==> src/rtl/vdp_pkg.sv <==
// Shared types and default sizing for the multi-cycle dot-product engine.
// Optional saturating arithmetic is enabled with `define VDP_SATURATE_EN.
package vdp_pkg;

    localparam int unsigned VDP_VECTOR_SIZE = 4;
    localparam int unsigned VDP_DATA_WIDTH  = 31;

    typedef enum logic [1:0] {
        LOAD = 2'd0,
        MAC  = 2'd1,
        DONE = 2'd2
    } vdp_state_e;

endpackage

==> src/rtl/vdp_mac_unit.sv <==
// Multiply-accumulate unit: one product per enabled cycle into a clearable accumulator.
// Wraps modulo 2^DATA_WIDTH by default; clamps to all-ones when VDP_SATURATE_EN is defined.
module vdp_mac_unit
    import vdp_pkg::*;
#(
    parameter int unsigned DATA_WIDTH = VDP_DATA_WIDTH
) (
    input  logic                  clk,
    input  logic                  rst_n,
    input  logic                  clr,
    input  logic                  en,
    input  logic [DATA_WIDTH-1:0] a,
    input  logic [DATA_WIDTH-1:0] b,
    output logic [DATA_WIDTH-1:0] acc
);

    logic [DATA_WIDTH-1:0] acc_q, acc_d;
    logic [DATA_WIDTH-1:0] prod;
    logic [DATA_WIDTH-1:0] acc_next;

`ifdef VDP_SATURATE_EN
    localparam int unsigned PW = 2 * DATA_WIDTH;

    logic [PW-1:0]       prod_full;
    logic [DATA_WIDTH:0] sum_full;

    // Any bit above the result width means the product or sum overflowed.
    always_comb begin
        prod_full = PW'(a) * PW'(b);
        prod      = (|prod_full[PW-1:DATA_WIDTH]) ? '1 : prod_full[DATA_WIDTH-1:0];
        sum_full  = {1'b0, acc_q} + {1'b0, prod};
        acc_next  = sum_full[DATA_WIDTH] ? '1 : sum_full[DATA_WIDTH-1:0];
    end
`else
    always_comb begin
        prod     = a * b;
        acc_next = acc_q + prod;
    end
`endif

    always_comb begin
        acc_d = acc_q;
        if (clr) begin
            acc_d = '0;
        end else if (en) begin
            acc_d = acc_next;
        end
    end

    always_ff @(posedge clk or negedge rst_n) begin
        if (!rst_n) begin
            acc_q <= '0;
        end else begin
            acc_q <= acc_d;
        end
    end

    assign acc = acc_q;

endmodule

==> src/rtl/vector_dot_product_mc.sv <==
// Free-running unsigned dot-product engine: LOAD snapshot, VECTOR_SIZE MAC cycles, DONE strobe.
// Define VDP_SATURATE_EN to clamp products and sums instead of wrapping.
module vector_dot_product_mc
    import vdp_pkg::*;
#(
    parameter int unsigned VECTOR_SIZE = VDP_VECTOR_SIZE,
    parameter int unsigned DATA_WIDTH  = VDP_DATA_WIDTH
) (
    input  logic                  clk,
    input  logic                  reset,
    input  logic [DATA_WIDTH-1:0] vec1 [VECTOR_SIZE],
    input  logic [DATA_WIDTH-1:0] vec2 [VECTOR_SIZE],
    output logic [DATA_WIDTH-1:0] result,
    output logic                  valid
);

    localparam int unsigned IDX_W = (VECTOR_SIZE > 1) ? $clog2(VECTOR_SIZE) : 1;
    localparam logic [IDX_W-1:0] LAST_IDX = IDX_W'(VECTOR_SIZE - 1);

    vdp_state_e            state_q, state_d;
    logic [IDX_W-1:0]      index_q, index_d;
    logic [DATA_WIDTH-1:0] snap1_q [VECTOR_SIZE];
    logic [DATA_WIDTH-1:0] snap1_d [VECTOR_SIZE];
    logic [DATA_WIDTH-1:0] snap2_q [VECTOR_SIZE];
    logic [DATA_WIDTH-1:0] snap2_d [VECTOR_SIZE];
    logic [DATA_WIDTH-1:0] result_q, result_d;
    logic                  valid_q, valid_d;

    logic                  mac_clr_c;
    logic                  mac_en_c;
    logic [DATA_WIDTH-1:0] mac_acc;

    vdp_mac_unit #(
        .DATA_WIDTH (DATA_WIDTH)
    ) u_mac (
        .clk   (clk),
        .rst_n (reset),
        .clr   (mac_clr_c),
        .en    (mac_en_c),
        .a     (snap1_q[index_q]),
        .b     (snap2_q[index_q]),
        .acc   (mac_acc)
    );

    // Next-state, snapshot capture, index stepping and result publication.
    always_comb begin
        state_d   = state_q;
        index_d   = index_q;
        snap1_d   = snap1_q;
        snap2_d   = snap2_q;
        result_d  = result_q;
        valid_d   = 1'b0;
        mac_clr_c = 1'b0;
        mac_en_c  = 1'b0;

        case (state_q)
            LOAD: begin
                snap1_d   = vec1;
                snap2_d   = vec2;
                index_d   = '0;
                mac_clr_c = 1'b1;
                state_d   = MAC;
            end
            MAC: begin
                mac_en_c = 1'b1;
                if (index_q == LAST_IDX) begin
                    index_d = '0;
                    state_d = DONE;
                end else begin
                    index_d = index_q + IDX_W'(1);
                end
            end
            DONE: begin
                result_d = mac_acc;
                valid_d  = 1'b1;
                state_d  = LOAD;
            end
            default: begin
                state_d = LOAD;
            end
        endcase
    end

    always_ff @(posedge clk or negedge reset) begin
        if (!reset) begin
            state_q  <= LOAD;
            index_q  <= '0;
            result_q <= '0;
            valid_q  <= 1'b0;
            for (int i = 0; i < int'(VECTOR_SIZE); i++) begin
                snap1_q[i] <= '0;
                snap2_q[i] <= '0;
            end
        end else begin
            state_q  <= state_d;
            index_q  <= index_d;
            result_q <= result_d;
            valid_q  <= valid_d;
            snap1_q  <= snap1_d;
            snap2_q  <= snap2_d;
        end
    end

    assign result = result_q;
    assign valid  = valid_q;

endmodule

==> config.mk <==
export PLATFORM = sky130hd
export DESIGN_NAME = vector_dot_product_mc
export DESIGN_NICKNAME = d
export VERILOG_FILES = /design/src/rtl/vdp_pkg.sv /design/src/rtl/vdp_mac_unit.sv /design/src/rtl/vector_dot_product_mc.sv
export SDC_FILE = /design/constraint.sdc
export NUM_CORES = 2
export LEC_CHECK = 0
export BUFFER_PORTS_ARGS = -buffer_cell sky130_fd_sc_hd__buf_4
export CORE_UTILIZATION = 55
export DETAILED_ROUTE_END_ITERATION = 8
export PLACE_DENSITY = 0.82
export SLEW_MARGIN = 20
export SYNTH_ARGS = -nofsm -noshare
export SYNTH_HDL_FRONTEND = slang
export SYNTH_HIERARCHICAL = 1
export SYNTH_SLANG_ARGS = --single-unit
==> constraint.sdc <==
create_clock -name clk -period 8.3 [get_ports clk]
set_input_delay 1.66 -clock clk [delete_from_list [all_inputs] [get_ports clk]]
set_output_delay 1.66 -clock clk [all_outputs]
set_load 0.02 [all_outputs]
==> run summary <==
remaining global-route overflow - 0
CTS Sinks - 315
final period utilization - 97.2%
yosys warns - 6
Post-Layout Inst Area - 33,800 um^2
Max Transition Viols Final - 0
core area - 52,900 um^2
final worst path period need - 8.06 ns
# DRC - 0
clk slew on worst S/H paths - 0.07 ns
relative slew slack - 31.0%
GRT Overall Usage - 29.1%
Post-Synthesis Cells - 2,427
Post-Syn Area per Cell - 12.2 um^2
prevailing post-synth register cell - dfrtp_1
routability cong. - 0.942
WL/cell - 22.5 um
DRT iter0 DRCs - 1,318
Starting Density - 56.0%
port buffer count - 281
layout cells sized above 1 - 28.9%
CP startpoint kind - register
Vias - 19.1k
worst r2r src - index_q[0]
routed wire length - 76.8 mm
Max Clock Freq - 124 MHz
skew final - 0.0337 ns
Worst Path Arrival - 8.56 ns
post-cts hold buffer count - 0
Setup crit end - u_mac/acc[28]
vias in the first global route - 21.2k
initial antenna violation count - 0
post-synth net total - 3,209
Worst-Margin Slew - 1.03 ns
start point of the critical path - index_q[0]
first-pass GRT wire length - 120 mm
ANT nets after route - 0
reg2reg setup slack - 0.24 ns
sequential area share after synthesis - 26.6%
CTS root buf - clkbuf_16
CP Capture Type - register
largest net degree at the start of global routing - 171
Worst R2R Path Depth - 27
CTS Buf Count - 35
die width - 234 um
final setup vio count - 0
I/O pins - 282
NumNets Final - 3,480
MaxCap Viol Count - 0
Cell Rows - 84
critical path data required time - 8.79 ns
post-DP HPWL - 61.1 mm
Hold Crit Class - reg -> reg
CTS tree - built
Netlist Area Pre-Place - 29,600 um^2
CTS max path bufs - 3
Layout area overhead - 14.3%
outcome - finished, final reports clean
Post-synth EDFFs - 0
placed instance area - 32,400 um^2
r2r endpoint - u_mac/acc[28]
H-tree Lvls - 2
Chip Height - 234 um
Post-synth ARST share - 100%
Distinct cells, synth - 62
critical path class - reg -> reg
Initial DRT Pass Iterations - 7
vias per cell - 5.60
synthesized flop and latch total - 315
Crit Path Max Fanout - 8
final hold vios - 0
worst skew pair latency - 0.56 ns
DIE AREA - 54,700 um^2
## metal layers
layer / share of wire (%) / wire [um] / track usage [%]
met1: 39 / 29600 / 37.3
met2: 50 / 38400 / 48.6
met4: 4.2 / 3190 / 11.6
met5: 0 / 0 / 0
met3: 7.3 / 5620 / 5.90
## area by class of cell
class	instances	area, um^2
diodes	1	2.50
clock buffers	47	1000
clock inverters	16	221
fillers	3775	19000
inverters	344	1290
multi-input cells	1637	19700
flip-flops and latches	315	7890
well taps	688	861
repair buffers	365	2840
## critical path, stage by stage, from the launching register on
cell,delay [ns]
dfrtp_4,0.49
clkbuf_4,0.20
buf_4,0.15
mux4_2,0.55
and2_4,0.19
fa_1,0.52
fa_1,0.46
fa_1,0.58
inv_1,0.07
fa_1,0.56
inv_1,0.06
fa_1,0.49
inv_1,0.06
fa_1,0.54
inv_1,0.06
fa_1,0.44
fa_1,0.54
ha_4,0.21
buf_4,0.15
nand2_1,0.08
o2111ai_2,0.16
a221o_1,0.39
nand2_2,0.10
a31oi_4,0.12
a21oi_2,0.15
nor2b_1,0.07
or4b_1,0.51
nand3_1,0.08
## per-stage QoR
stage / instances / util (%) / setup TNS [ns] / hold WS, ns / setup WS [ns]
4_1_cts: 3399 / 63.7 / 0 / 0.508 / 0.0525
6_report: 3413 / 64.0 / 0 / 0.506 / 0.236
3_3_place_gp: 3336 / 61.4 / 0 / 0.481 / 0.169
2_1_floorplan: 2427 / - / 0 / 0.475 / 0.537
3_5_place_dp: 3336 / 61.4 / 0 / 0.491 / 0.0635
5_1_grt: 3412 / 64.0 / -0.00347 / 0.519 / -0.00347
## worst min path at each step
stage | from | endpoint | slack, ns | cells past startpoint
6_report | result[6] | result[6] | 0.51 | 1
5_1_grt | snap2_q[57] | snap2_q[57] | 0.52 | 1
4_1_cts | snap2_q[6] | snap2_q[6] | 0.51 | 1
3_5_place_dp | snap2_q[114] | snap2_q[114] | 0.49 | 1
3_3_place_gp | result[4] | result[4] | 0.48 | 1
2_1_floorplan | snap1_q[61] | snap1_q[61] | 0.48 | 1
## flip-flops by register name (all words and copies together) (netlist names)
| signal | count |
|---|---|
| snap1_q | 124 |
| snap2_q | 124 |
| result | 31 |
| u_mac/acc | 31 |
| index_q | 2 |
| state_q | 2 |
| valid | 1 |
## synthesized netlist by cell type (18+ instances only)
master / count / area, um^2
mux2_4: 218 / 3270
nor2_1: 32 / 120
and2_1: 322 / 2010
ha_1: 124 / 1550
fa_1: 408 / 8170
dfrtp_1: 315 / 7880
nand2_1: 194 / 728
clkbuf_1: 83 / 312
inv_1: 343 / 1290
xnor2_1: 57 / 499
mux2_2: 60 / 676
mux4_2: 62 / 1400
a21oi_1: 18 / 90.1
buf_6: 33 / 372
xor2_1: 22 / 193
## repair_timing
item                       CTS  global route
hold endpoints to repair     0             0
setup buffers                0            13
setup endpoints to repair    0             4
gates resized for setup      0             8
## layout by cell type (no fill, tap or decap), types with 3 or more instances in the layout
| master | n |
|---|---|
| fa_1 | 408 |
| buf_4 | 356 |
| inv_1 | 343 |
| and2_1 | 321 |
| dfrtp_1 | 313 |
| mux2_4 | 218 |
| nand2_1 | 193 |
| ha_1 | 123 |
| mux4_2 | 62 |
| mux2_2 | 60 |
| xnor2_1 | 57 |
| clkbuf_16 | 36 |
| nor2_1 | 32 |
| xor2_1 | 22 |
| a21oi_1 | 17 |
| mux2i_1 | 17 |
| o21ai_1 | 9 |
| a21o_1 | 8 |
| buf_12 | 7 |
| nand3_1 | 7 |
| nand2b_1 | 7 |
| clkbuf_8 | 6 |
| o21ai_0 | 6 |
| a211oi_1 | 6 |
| clkbuf_1 | 5 |
| o21a_1 | 5 |
| bufinv_16 | 4 |
| o21bai_1 | 4 |
| inv_6 | 3 |
| clkinv_2 | 3 |
| o31ai_2 | 3 |
| nor3_1 | 3 |
## logic make-up after synthesis
group / count (synthesis) / synth area share [%]
compound gates: 84 / 2.07
xor+xnor: 80 / 2.41
fa+ha+maj: 532 / 32.8
buf+inv: 475 / 6.94
flops: 315 / 26.6
mux: 358 / 18.7
simple gates: 583 / 10.4
Power is left out: the tool's default activity adds up to more than one toggle a clock period on the data nets, which glitch-free logic cannot reach.
